**src/rtl/button_accum_pkg.sv**
```systemverilog
// Shared definitions for the button accumulator controller: the per-channel
// state encoding, the default parameter values and an index-width helper.
// Optional feature macro: BUTTON_ACCUM_AUTO_REPEAT_EN (auto-repeat pulses).
package button_accum_pkg;

  // Encoding keeps one register bit per non-idle state, so "held" and
  // "debouncing" can be read straight off a flop bit.
  typedef enum logic [1:0] {
    ST_IDLE = 2'b00,
    ST_DEB  = 2'b01,
    ST_HELD = 2'b10
  } state_e;

  localparam int DEF_NUM_CH     = 4;
  localparam int DEF_DEB_CYC    = 4;
  localparam int DEF_REPEAT_CYC = 16;
  localparam int DEF_CNT_W      = 8;

  // Width needed to hold values 0..n-1, never less than one bit.
  function automatic int idx_w(input int n);
    return (n > 1) ? $clog2(n) : 1;
  endfunction

endpackage

```
**src/rtl/button_accum_ctrl_press_ch_fsm.sv**
```systemverilog
// One press channel: IDLE -> DEB -> HELD state machine with its debounce
// counter and registered press pulse. Arbitration happens at the top level;
// this block only enters DEB when granted.
module press_ch_fsm
  import button_accum_pkg::*;
#(
  parameter int DEB_CYC = DEF_DEB_CYC
) (
  input  logic clk,
  input  logic reset_i,
  input  logic pressed_i,
  input  logic grant_i,      // won arbitration this cycle (implies pressed)
  input  logic rep_tick_i,   // repeat period elapsed; only honoured in HELD
  output logic busy_d_o,     // next-state "not idle", for the registered busy
  output logic enter_held_o, // DEB -> HELD transition at the coming edge
  output logic stay_held_o,  // HELD -> HELD transition at the coming edge
  output logic held_o,
  output logic pulse_o
);

  localparam int CW = idx_w(DEB_CYC);
  localparam logic [CW-1:0] CNT_LAST = CW'(DEB_CYC - 1);

  state_e          state_q, state_d;
  logic [CW-1:0]   cnt_q, cnt_d;
  logic            pulse_q, pulse_d;

  // Next-state logic: debounce counting, press qualification and release.
  always_comb begin
    state_d      = state_q;
    cnt_d        = cnt_q;
    pulse_d      = 1'b0;
    enter_held_o = 1'b0;
    stay_held_o  = 1'b0;
    case (state_q)
      ST_IDLE: begin
        if (grant_i) begin
          state_d = ST_DEB;
          cnt_d   = '0;
        end
      end
      ST_DEB: begin
        if (!pressed_i) begin
          state_d = ST_IDLE;
        end else if (cnt_q == CNT_LAST) begin
          state_d      = ST_HELD;
          pulse_d      = 1'b1;
          enter_held_o = 1'b1;
        end else begin
          cnt_d = cnt_q + CW'(1);
        end
      end
      ST_HELD: begin
        if (!pressed_i) begin
          state_d = ST_IDLE;
        end else begin
          stay_held_o = 1'b1;
          pulse_d     = rep_tick_i;
        end
      end
      default: state_d = ST_IDLE;
    endcase
  end

  // State, counter and pulse registers; reset wins over any input.
  always_ff @(posedge clk) begin
    if (reset_i) begin
      state_q <= ST_IDLE;
      cnt_q   <= '0;
      pulse_q <= 1'b0;
    end else begin
      state_q <= state_d;
      cnt_q   <= cnt_d;
      pulse_q <= pulse_d;
    end
  end

  assign busy_d_o = (state_d != ST_IDLE);
  assign held_o   = state_q[1];
  assign pulse_o  = pulse_q;

endmodule

```
**src/rtl/button_accum_ctrl.sv**
```systemverilog
// Button / coin accumulator controller: NUM_CH debounced press channels with
// single-owner lockout, hold-duration counter and optional auto-repeat.
// Optional feature macro: BUTTON_ACCUM_AUTO_REPEAT_EN adds repeat pulses every
// REPEAT_CYC held cycles; without it each qualified press pulses once.
module button_accum_ctrl
  import button_accum_pkg::*;
#(
  parameter int NUM_CH     = DEF_NUM_CH,
  parameter int DEB_CYC    = DEF_DEB_CYC,
  parameter int REPEAT_CYC = DEF_REPEAT_CYC,
  parameter int CNT_W      = DEF_CNT_W
) (
  input  logic                      clk,
  input  logic                      reset_i,
  input  logic [NUM_CH-1:0]         pressed_i,
  output logic [NUM_CH-1:0]         enable_o,
  output logic [NUM_CH-1:0]         press_pulse_o,
  output logic                      busy_o,
  output logic [idx_w(NUM_CH)-1:0]  active_ch_o,
  output logic [CNT_W-1:0]          hold_cnt_o
);

  localparam int AW = idx_w(NUM_CH);

  logic [NUM_CH-1:0] grant;
  logic [NUM_CH-1:0] busy_d;
  logic [NUM_CH-1:0] enter_held;
  logic [NUM_CH-1:0] stay_held;
  logic [AW-1:0]     win_idx;
  logic              win_found;
  logic              rep_tick;

  logic              busy_q;
  logic [AW-1:0]     active_q, active_d;
  logic [CNT_W-1:0]  hold_q, hold_d;

  function automatic logic [CNT_W-1:0] sat_inc(input logic [CNT_W-1:0] v);
    return (&v) ? v : v + CNT_W'(1);
  endfunction

  // Lockout arbitration: only when nobody owns the lock, lowest index wins.
  always_comb begin
    grant     = '0;
    win_idx   = '0;
    win_found = 1'b0;
    if (!busy_q) begin
      for (int i = 0; i < NUM_CH; i++) begin
        if (pressed_i[i] && !win_found) begin
          grant[i]  = 1'b1;
          win_idx   = AW'(i);
          win_found = 1'b1;
        end
      end
    end
  end

  for (genvar g = 0; g < NUM_CH; g++) begin : g_ch
    press_ch_fsm #(
      .DEB_CYC (DEB_CYC)
    ) u_ch (
      .clk          (clk),
      .reset_i      (reset_i),
      .pressed_i    (pressed_i[g]),
      .grant_i      (grant[g]),
      .rep_tick_i   (rep_tick),
      .busy_d_o     (busy_d[g]),
      .enter_held_o (enter_held[g]),
      .stay_held_o  (stay_held[g]),
      .held_o       (enable_o[g]),
      .pulse_o      (press_pulse_o[g])
    );
  end

`ifdef BUTTON_ACCUM_AUTO_REPEAT_EN
  localparam int RW = idx_w(REPEAT_CYC);
  localparam logic [RW-1:0] REP_LAST = RW'(REPEAT_CYC - 1);

  logic [RW-1:0] rep_q, rep_d;

  // Repeat phase within HELD; independent of the saturating hold counter.
  always_comb begin
    rep_d = rep_q;
    if (|enter_held) begin
      rep_d = '0;
    end else if (|stay_held) begin
      rep_d = (rep_q == REP_LAST) ? '0 : rep_q + RW'(1);
    end
  end

  // Repeat phase register.
  always_ff @(posedge clk) begin
    if (reset_i) rep_q <= '0;
    else         rep_q <= rep_d;
  end

  assign rep_tick = (rep_q == REP_LAST);
`else
  assign rep_tick = 1'b0;
`endif

  // Owner index and hold-duration counter next-state.
  always_comb begin
    active_d = win_found ? win_idx : active_q;
    hold_d   = hold_q;
    if (|enter_held) begin
      hold_d = CNT_W'(1);
    end else if (|stay_held) begin
      hold_d = sat_inc(hold_q);
    end
  end

  // Registered shared outputs.
  always_ff @(posedge clk) begin
    if (reset_i) begin
      busy_q   <= 1'b0;
      active_q <= '0;
      hold_q   <= '0;
    end else begin
      busy_q   <= |busy_d;
      active_q <= active_d;
      hold_q   <= hold_d;
    end
  end

  assign busy_o      = busy_q;
  assign active_ch_o = active_q;
  assign hold_cnt_o  = hold_q;

endmodule

```
**config.mk**
```make
export PLATFORM = sky130hd
export DESIGN_NAME = button_accum_ctrl
export DESIGN_NICKNAME = d
export VERILOG_FILES = /design/src/rtl/button_accum_pkg.sv /design/src/rtl/button_accum_ctrl_press_ch_fsm.sv /design/src/rtl/button_accum_ctrl.sv
export SDC_FILE = /design/constraint.sdc
export NUM_CORES = 1
export LEC_CHECK = 0
export CAP_MARGIN = 20
export CORE_MARGIN = 2
export CORE_UTILIZATION = 56
export CTS_CLUSTER_DIAMETER = 120
export DETAILED_ROUTE_END_ITERATION = 10
export PLACE_DENSITY = 0.83
export SLEW_MARGIN = 10
export SYNTH_ARGS = -nofsm -noshare
export SYNTH_HDL_FRONTEND = slang
export SYNTH_SLANG_ARGS = --single-unit
```
**constraint.sdc**
```tcl
create_clock -name clk -period 2.9 [get_ports clk]
set_clock_uncertainty 0.15 [all_clocks]
set_input_delay 0.29 -clock clk [delete_from_list [all_inputs] [get_ports clk]]
set_output_delay 0.29 -clock clk [all_outputs]
set_load 0.05 [all_outputs]
```
# Yosys cells after proc, flatten, opt, wreduce, memory -nomap -nowiden
# Index checks and enable logic that the tools add are counted.
[word_totals] register_bits=31 in_bits=6 out_inout_bits=19 elab_cells=151
[op_classes] n_addsub=5 n_eq_ne=25 n_mux=74 n_bitwise=1 reduce_logical=30
[ops] operator="2-bit 2-to-1 mux" count=31
[ops] operator="1-bit 2-to-1 mux" count=34
[ops] operator="2-bit != test, second input constant" count=13
[ops] operator="2-bit one-hot mux with 3 select lines" count=4
[ops] operator="2-bit nonzero test" count=9
[ops] operator="2-bit == test, second input constant" count=8
[ops] operator="2-bit one-hot mux with 2 select lines" count=4
[ops] operator="4-bit AND reduction" count=4
[ops] operator="4-bit OR reduction" count=3
[ops] operator="2-bit by 1-bit adder with 2-bit output, second input constant" count=4
[ops] operator="8-bit by 1-bit adder with 8-bit output, second input constant" count=1
[ops] operator="2-bit by 1-bit == test with 1-bit output, second input constant" count=4
[ops] operator="2-bit zero test" count=4
[ops] operator="8-bit AND reduction" count=1
[ops] operator="5-bit OR reduction" count=1
[ops] operator="4-bit 2-to-1 mux" count=1
[ops] operator="2-bit AND reduction" count=2
[ops] operator="1-bit logical AND" count=3
[ops] operator="1-bit zero test" count=3
[ops] operator="1-bit inverter" count=1

# Logic depth before layout (Yosys ltp)
# Gate-level depths: netlist of run 1.
[depth] word_depth=18 ltp_mapped=7 depth_no_buf=6

# Cells and area by module
# Synthesis of run 1 repeated with hierarchy kept, for this count alone.
[hier_totals] cells_unflattened=216 hier_area_um2=2006.9
[by_module_without_submodules] module="press_ch_fsm" n_inst=4 cells_each=38 area_each_um2=356.6 seq_area_each_um2=100.1
[by_module_without_submodules] module="button_accum_ctrl" n_inst=1 cells_each=64 area_each_um2=580.6 seq_area_each_um2=220.2

# Least setup slack after synthesis of run 1
# Ideal clock, no wire load.
[synth_timing] kind="register to register" from="register hold_q[0], in the netlist hold_cnt_o[0]" to="register hold_q[0], in the netlist hold_cnt_o[0]" setup_ps=132 t_arrival_ps=1723 required_time_ps=2618 path_slack_ps=895 stages_incl_launch_ff=7 path_buffers=1 synth_period_minus_slack_ps=2005 path_cell_list="dfxtp_1 ha_1 nand3_1 o2bb2ai_2 buf_2 xor2_1 a21oi_1"
[synth_between] elab_chain_len=4 word_cells_on_any_way=7 cone_classes="add/sub: 1; eq/ne: 1; mux: 3; reduce/logical: 2"
[synth_lines] item="from (decl)" line_no="button_accum_ctrl.sv:35" text="logic [CNT_W-1:0] hold_q, hold_d;"
[synth_lines] item="from (signal assigned)" line_no="button_accum_ctrl.sv:121" text="hold_q <= hold_d;"
[synth_lines] item="8-bit by 1-bit adder with 8-bit output" line_no="button_accum_ctrl.sv:38" text="return (&v) ? v : v + CNT_W'(1);"
[synth_lines] item="1-bit 2-to-1 mux" line_no="button_accum_ctrl.sv:38"
[synth_lines] item="1-bit 2-to-1 mux" line_no="button_accum_ctrl.sv:107" text="end else if (|stay_held) begin"
[synth_lines] item="1-bit 2-to-1 mux" line_no="button_accum_ctrl.sv:105" text="if (|enter_held) begin"
# Parallel ways exist; a longest one is shown, timed or not. The select of a mux whose other input is x is not followed.
# A chain may end at the register's enable or synchronous reset.

# Worst setup path in the final report of run 1
[layout_timing] from="register busy_q, in the netlist busy_o" to="output port busy_o"
[layout_lines] item="from (decl)" line_no="button_accum_ctrl.sv:33" text="logic busy_q;"
[layout_lines] item="from (signal assigned)" line_no="button_accum_ctrl.sv:119" text="busy_q <= |busy_d;"
[layout_lines] item="to (decl)" line_no="button_accum_ctrl.sv:18" text="output logic busy_o,"
# No word-level cell between the ends.

==> impl_metrics.ini, run 1 <==
[placement]
place.gp.congestion = 0.754
preCtsSetupSlack_ns = 0.530
place_area_sq_um = 1680
dp_hpwl_um = 2290
io_buffer_count = 24

[synthesis]
synthFlopType = dfxtp_1
synth_area_sq_um = 1490
ys_seq_area_share_pct = 41.7
synthCells = 171
synth_edf_count = 0
synth_nets = 182
ys_types = 40
async_reset_ff_share_pct = 0
yosysWarnings = 0
synth-seq-cells = 31
syn-mean-instance-area_sq_um = 8.71

[setup_path]
worstPathRequired_ns = 2.46
cp_slowest_cell = clkdlybuf4s50_1
start_kind = register
r2r_slack_ns = 0.87
path_class = register to output pin
crit_path_end_kind = output pin
cpPeakStageDelay_ns = 0.87
cp_cell_sequence = clkdlybuf4s50_1
crit_family = buffers and inverters
path_buf_inv = 1
cp_max_fo = 9
arrival_ns = 1.75

[drt]
drtAntennaViolNets = 0
vias_per_cell = 5.80
post-route-drc-count = 0
post_drt_wl_per_cell_um = 14.5
initialDrtViolationCount = 35
vias = 1271
drt-total-wl_um = 3170
dr.pass1.iters = 4

[cells_and_area]
utilization_pct = 69.2
nets = 199
antennaDiodeCount = 0
syn_to_final_growth_pct = 16.2
fillCellCount = 205
drive_gt1_share_pct = 8.99
final_area_sq_um = 1730

[timing]
setup_viol = 0
slew_headroom_pct = 64.5
finalHoldViolCount = 0
drv_slew = 0
tns_ns = 0
rsz0062_at_grt = no
max_freq_mhz = 456
min_period_ns = 2.19
min_period_over_period_pct = 75.5
fin_ws_ns = 0.709
tightest_slew_ns = 0.529

[floorplanning]
io_pins = 25
core-area_sq_um = 2500
die_y_um = 55.6
dieArea_sq_um = 3090
rows = 18
die_w_um = 55.6
start_util_pct = 59.6

[cts]
tritoncts = yes
cts_hold_buf = 0
cts_buffer_depth = 2
cts_sinks = 31
root_buffer = clkbuf_4
post-cts-setup-buffers = 0
cts_made_buffers = 5
clk_pin_slew_worst_paths_ns = 0.10
cts_resized = 0
clock_latency_ns = 0.33
cts-htree-levels = 2

[grt]
grt_pass1_wl_um = 5260
grt_max_degree = 26
track_usage_pct = 21.9
grt_overflow = 0
grt_pass1_vias = 1250
antenna_found_initial = 0

[pwr]
p_leak_nw = 0.712
ir_drop_mv = 0.389
p_per_area_nw_per_um2 = 440

[status]
status = finished, final reports clean

[run]
cap_violations = 0

[min_path]
min_path_type = register to register
[final timing paths]
check | from | to | depth (start not counted)
min reg2reg | g_ch[2].u_ch.cnt_q[1] | g_ch[2].u_ch.cnt_q[1] | 2
min | g_ch[2].u_ch.cnt_q[1] | g_ch[2].u_ch.cnt_q[1] | 2
max | busy_o | busy_o | 1
max reg2reg | g_ch[1].u_ch.cnt_q[0] | hold_cnt_o[2] | 6
[state kept, by name (all words and copies together), names as in the netlist]
name and flops:
hold_cnt_o 8, active_ch_o 2, g_ch.u_ch.state_q 8, g_ch.u_ch.cnt_q 8, busy_o 1, g_ch.u_ch.pulse_o 4
[metal layers]
metal	share of wire (%)	track usage, %	routed length (um)
met3	4.2	7.03	134
met5	0	0	0
met4	1.3	9.06	40
met2	53	38.3	1670
met1	42	24.3	1330
[kinds of logic after synthesis]
kind of cell               after synthesis  share of synthesized area (%)
AOI/OAI and AO/OA                       30                           12.5
xor gates and xnor gates                 1                          0.588
adders and majority gates                5                           4.20
buffers and inverters                   19                           7.48
DFF                                     31                           41.7
muxes                                    4                           2.77
and+or+nand+nor                         81                           30.8
[power breakdown]
part	switching, mW	internal, mW	total, mW
Sequential	0.0110	0.434	0.445
Clock	0.152	0.0901	0.242
Combinational	0.0469	0.0279	0.0748
[final cells by class]
type / count / area [sq um] / share of cell area (%)
well taps: 30 / 37.5 / 2.17
repair buffers: 25 / 248 / 14.3
multi-input cells: 121 / 757 / 43.7
flip-flops and latches: 31 / 621 / 35.9
clock inverters: 3 / 15.0 / 0.868
inverters: 4 / 15.0 / 0.868
clock buffers: 5 / 37.5 / 2.17
[placed cells by master (no fill, tap or decap), types with 2 or more instances in the layout]
master,n
nand2_1,12
or4_1,3
or3_1,3
clkinv_2,3
a21oi_1,13
clkdlybuf4s50_1,24
o21ai_0,6
a22oi_1,2
mux2i_1,3
nor2b_1,6
nor2_1,29
o31ai_1,2
nand4b_2,2
a32oi_1,2
nor3b_1,3
nand3_1,4
clkbuf_4,5
a31oi_1,2
inv_1,4
ha_1,5
dfxtp_1,31
nor3_1,7
[synth_stat cells, types with 3 or more instances]
cell type   n  area share [%]
nor2_1     29             7.3
clkbuf_1    4             1.0
nor3_1      7             2.4
buf_4       8             4.0
nor2b_1     6             2.5
ha_1        5             4.2
or3_1       3             1.3
mux2i_1     3             2.0
dfxtp_1    31              42
o21ai_0     6             2.0
nand3_1     4             1.3
a21oi_1    13             4.4
nand2_1    12             3.0
or4_1       3             1.5
inv_1       4             1.0
nor3b_1     3             1.5
[through the flow]
| step | instances | hold WS [ns] | total power [mW] |
|---|---|---|---|
| after global routing | 219 | 0.393 | 0.792 |
| after floorplan | 171 | 0.282 | 0.502 |
| final | 219 | 0.362 | 0.762 |
| after CTS | 219 | 0.358 | 0.766 |
| after detailed placement | 211 | 0.335 | 0.528 |
| after global placement | 211 | 0.321 | 0.524 |
(Power assumes the default switching activity.)
==> run 2: changes to the inputs <==
--- a/config.mk
+++ b/config.mk
@@ -7,10 +7,10 @@
 export LEC_CHECK = 0
 export CAP_MARGIN = 20
 export CORE_MARGIN = 2
-export CORE_UTILIZATION = 56
+export CORE_UTILIZATION = 52
 export CTS_CLUSTER_DIAMETER = 120
 export DETAILED_ROUTE_END_ITERATION = 10
-export PLACE_DENSITY = 0.83
+export PLACE_DENSITY = 0.78
 export SLEW_MARGIN = 10
 export SYNTH_ARGS = -nofsm -noshare
 export SYNTH_HDL_FRONTEND = slang
==> constraint.sdc (replaced) <==
create_clock -name clk -period 2.2 [get_ports clk]
set_clock_uncertainty 0.15 [all_clocks]
set_input_delay 0.22 -clock clk [delete_from_list [all_inputs] [get_ports clk]]
set_output_delay 0.22 -clock clk [all_outputs]
set_load 0.05 [all_outputs]
==> run 2 against run 1 <==
Against the previous run:
- hold slack got worse by 0.0051 ns
- setup slack got worse by 0.62 ns
- flip-flop and latch count unchanged
- count of clock-buffer cells in the layout up 3
- sequential power up 32%
- via count barely moved
- critical endpoint unchanged
- highest routed layer unchanged
==> impl_metrics.ini, run 2 (synthesized netlist as in run 1, its figures left out) <==
[setup_path]
cpPeakStageDelay_ns = 0.87
ff2ff_path_depth = 6
cp_max_fo = 9
start_kind = register
r2r_slack_ns = 0.35
crit_family = buffers and inverters
rr_endpoint = hold_cnt_o[4]
path_buf_inv = 1
path_class = register to output pin
arrival_ns = 1.74
worstPathRequired_ns = 1.83
crit_path_end_kind = output pin
rr_startpoint = hold_cnt_o[0]
cp_slowest_cell = clkdlybuf4s50_1
crit_path_start = busy_o
cp_cell_sequence = clkdlybuf4s50_1

[cells_and_area]
layout_common_cells = dfxtp_1, nor2_1, clkdlybuf4s50_1, a21oi_1, nand2_1
fillCellCount = 233
antennaDiodeCount = 0
syn_to_final_growth_pct = 19.9
multi_input_comb_area_sq_um = 757
seqCellArea_sq_um = 621
final_common_cell = dfxtp_1
drive_gt1_share_pct = 10.8
nets = 204

[min_path]
min_path_type = register to register
whs_endpoint = g_ch[2].u_ch.cnt_q[1]
holdPathStages = 2
worstHoldStart = g_ch[2].u_ch.cnt_q[1]

[placement]
dp_hpwl_um = 2200
preCtsSetupSlack_ns = 0.0683
io_buffer_count = 24
place.gp.congestion = 0.817

[drt]
post_drt_wl_per_cell_um = 13.3
initialDrtViolationCount = 37
vias_per_cell = 5.65
dr.pass1.iters = 4
post-route-drc-count = 0
vias = 1272
drtAntennaViolNets = 0
drt-total-wl_um = 2990

[timing]
setup_viol = 0
fin_ws_ns = 0.0929
max_freq_mhz = 475
finalHoldViolCount = 0
drv_slew = 0
tns_ns = 0
min_period_ns = 2.11
slew_headroom_pct = 66.8
tightest_slew_ns = 0.497
min_period_over_period_pct = 95.8
rsz0062_at_grt = no

[grt]
antenna_found_initial = 0
grt_overflow = 0
grt_max_degree = 26
grt_pass1_wl_um = 5030
track_usage_pct = 19.7
grt_pass1_vias = 1180

[pwr]
p_leak_nw = 0.740
ir_drop_mv = 0.423
p_per_area_nw_per_um2 = 597

[floorplanning]
start_util_pct = 54.5
rows = 19
die_y_um = 57.5
die_w_um = 57.5
dieArea_sq_um = 3310
core-area_sq_um = 2730
io_pins = 25

[cts]
cts_made_buffers = 5
post-cts-setup-buffers = 0
clock_latency_ns = 0.33
cts_resized = 0
cts-htree-levels = 2
clk_pin_slew_worst_paths_ns = 0.10
cts_sinks = 31
cts_hold_buf = 0
cts_buffer_depth = 2
root_buffer = clkbuf_4
tritoncts = yes

[run]
cap_violations = 0

[status]
status = finished, final reports clean
==> run 2: cell types whose count changed in the layout (fill, tap and decap cells not counted), sizes merged <==
cell / before / now
clkbuf: 5 / 8
clkinv: 3 / 0
buf: 1 / 6
==> run 2: per-layer routing <==
metal	global-route usage, %	vias to the layer above	part of all wire, %
li1	-	646	-
met1	24.3	586	46
met2	32.0	35	47
met3	5.22	5	5.6
met4	9.30	0	1.3
met5	0	-	0
==> run 2: through the flow <==
stage | area (sq um) | cells | total power, mW | hold WS (ns) | util [%]
after floorplan | 1490 | 171 | 0.662 | 0.212 | -
after global placement | 1720 | 217 | 0.698 | 0.322 | 62.8
after detailed placement | 1720 | 217 | 0.701 | 0.338 | 62.8
after CTS | 1790 | 225 | 1.07 | 0.352 | 65.3
after global routing | 1790 | 225 | 1.11 | 0.379 | 65.3
final | 1790 | 225 | 1.07 | 0.356 | 65.3
==> run 2: worst max-delay path by stage <==
stage,to,depth (start not counted)
5_1_grt,busy_o,1
2_1_floorplan,hold_cnt_o[0],6
6_report,busy_o,1
3_5_place_dp,hold_cnt_o[7],6
3_3_place_gp,hold_cnt_o[7],6
4_1_cts,busy_o,1
==> run 2: cell type report <==
cell class / instances / area share [%]
clock buffers: 8 / 3.85
inverters: 4 / 0.841
multi-input cells: 121 / 42.4
flip-flops and latches: 31 / 34.8
well taps: 31 / 2.17
repair buffers: 30 / 16.0
==> run 2: power by group <==
group	leakage [nW]	switching [mW]	total, mW	internal [mW]
registers	0.251	0.0141	0.586	0.572
logic	0.450	0.0612	0.103	0.0413
clock network	0.0386	0.190	0.378	0.188
total	0.740	0.265	1.07	0.801
==> run 3: changes to the inputs <==
--- a/config.mk
+++ b/config.mk
@@ -5,6 +5,7 @@
 export SDC_FILE = /design/constraint.sdc
 export NUM_CORES = 1
 export LEC_CHECK = 0
+export ABC_AREA = 1
 export CAP_MARGIN = 20
 export CORE_MARGIN = 2
 export CORE_UTILIZATION = 52
==> run 3 against run 2 <==
Against the previous run:
- utilization decreased by 0.88 points
- via count increased by 3.7%
- flip-flop and latch count unchanged
- largest cell class unchanged
- total power decreased by 6.2%
- register-to-register slack improved by 0.22 ns
- synthesized area increased by 1.1%
- combinational power about the same
==> impl_metrics.ini, run 3 <==
[status]
status = finished, final reports clean

[timing]
setup_viol = 0
tightest_slew_ns = 0.512
min_period_over_period_pct = 90.9
tns_ns = 0
max_freq_mhz = 500
finalHoldViolCount = 0
min_period_ns = 2.00
whs_ns = 0.302
slew_headroom_pct = 65.8
fin_ws_ns = 0.200
rsz0062_at_grt = no
drv_slew = 0

[grt]
grt_pass1_wl_um = 4720
grt_max_degree = 19
grt_overflow = 0
antenna_found_initial = 0
grtUsageMet1_pct = 23.1
use_met3_pct = 6.25
use_met2_pct = 29.5
grt_pass1_vias = 1129
track_usage_pct = 18.5
grt.busiest_layer = met2

[cells_and_area]
final_area_sq_um = 1780
nets = 238
layout.cells.non_filler = 259
antennaDiodeCount = 0
fillCellCount = 237
utilization_pct = 64.4
drive_gt1_share_pct = 8.33
syn_to_final_growth_pct = 18.0
final_common_cell = nand2_1
layout_common_cells = nand2_1, nor2_1, dfxtp_1, clkdlybuf4s50_1, inv_1

[floorplanning]
io_pins = 25
core-area_sq_um = 2760
die_y_um = 57.8
dieArea_sq_um = 3340
die_w_um = 57.8
start_util_pct = 54.6
rows = 19

[drt]
vias = 1319
post_drt_wl_per_cell_um = 11.0
dr.pass1.iters = 4
post-route-drc-count = 0
initialDrtViolationCount = 29
drtAntennaViolNets = 0
drt-total-wl_um = 2840
vias_per_cell = 5.09

[synthesis]
synthCells = 205
synth_edf_count = 0
synth_top_area_share_pct = 41.2
ys_types = 24
synth.most_common_cell = nand2_1
yosysWarnings = 0
synth-seq-cells = 31
synthTopCellsByArea = dfxtp_1, nand2_1, nor2_1, a21oi_1, inv_1
synth_top_area_cell = dfxtp_1
synth_area_sq_um = 1510
synthFlopType = dfxtp_1
async_reset_ff_share_pct = 0
yosys-top-cells-count = nand2_1, dfxtp_1, nor2_1
synth_nets = 216
syn-mean-instance-area_sq_um = 7.34
ys_seq_area_share_pct = 41.2

[setup_path]
cp_cell_sequence = clkdlybuf4s50_1
worstPathRequired_ns = 1.83
cp_slowest_cell = clkdlybuf4s50_1
crit_path_end_kind = output pin
rr_startpoint = g_ch[2].u_ch.cnt_q[0]
rr_endpoint = hold_cnt_o[4]
path_buf_inv = 1
arrival_ns = 1.63
r2r_slack_ns = 0.57
cpPeakStageDelay_ns = 0.84
cp_max_fo = 7
crit_family = buffers and inverters
path_class = register to output pin
start_kind = register
ff2ff_path_depth = 6

[cts]
clock_latency_ns = 0.34
clk_pin_slew_worst_paths_ns = 0.10
cts-htree-levels = 2
cts_sinks = 31
cts_hold_buf = 0
tritoncts = yes
root_buffer = clkbuf_4
cts_resized = 0
cts_made_buffers = 5
cts_buffer_depth = 2
post-cts-setup-buffers = 0

[placement]
dp_hpwl_um = 2100
io_buffer_count = 24
place.gp.congestion = 0.850
place_area_sq_um = 1720
preCtsSetupSlack_ns = 0.364
place_inst = 251

[min_path]
worstHoldStart = active_ch_o[1]
holdPathStages = 2
min_path_type = register to register
whs_endpoint = active_ch_o[1]

[pwr]
p_per_area_nw_per_um2 = 563
p_leak_nw = 0.797
finalPower_mw = 1.00
ir_drop_mv = 0.543

[run]
cap_violations = 0
[run 3: cell types whose count changed in the layout (fill, tap and decap cells not counted), sizes merged, moves of 4 or more]
| cell | delta |
|---|---|
| inv | +20 |
| nor3 | -5 |
| nand3 | +10 |
| nor2b | -6 |
| nand4b | -4 |
| buf | -5 |
| nand4 | +4 |
| nor2 | +5 |
| nand2 | +33 |
| a21oi | +5 |
[run 3: layout make-up]
type                    count  area, sq um  area share (%)
multi-input cells         140          727            40.9
flip-flops and latches     31          621            34.9
repair buffers             25          248            13.9
inverters                  24         90.1            5.07
well taps                  31         38.8            2.18
clock buffers               5         37.5            2.11
clock inverters             3         15.0           0.845
[run 3: worst max path at each step]
| stage | depth (start not counted) | to | from | slack, ns |
|---|---|---|---|---|
| finish | 1 | busy_o | busy_o | 0.20 |
| global route | 1 | busy_o | busy_o | 0.11 |
| CTS | 1 | busy_o | busy_o | 0.17 |
| detailed placement | 6 | hold_cnt_o[4] | pressed_i[0] | 0.36 |
| global placement | 8 | busy_o | pressed_i[1] | 0.42 |
| floorplan | 9 | hold_cnt_o[0] | hold_cnt_o[0] | 0.43 |
[run 3: power by group]
group          internal (mW)  switching (mW)  leakage, nW  total [mW]
clock                  0.119           0.196       0.0347       0.315
sequential             0.574          0.0112        0.251       0.585
combinational         0.0358          0.0649        0.511       0.101
[run 3: cell families (layout without fill, tap and decap cells)]
| group | after synthesis | after routing | synth area share (%) |
|---|---|---|---|
| flops | 31 | 31 | 41.2 |
| simple gates | 101 | 101 | 30.9 |
| compound gates | 29 | 29 | 10.3 |
| xor+xnor | 5 | 5 | 2.91 |
| fa+ha+maj | 5 | 5 | 4.16 |
| buf+inv | 34 | 57 | 10.5 |
[run 3: metal layers]
layer / share of wire [%] / wire length, um
met1: 48 / 1370
met2: 44 / 1250
met3: 6.3 / 180
met5: 0 / 0
met4: 1.5 / 43
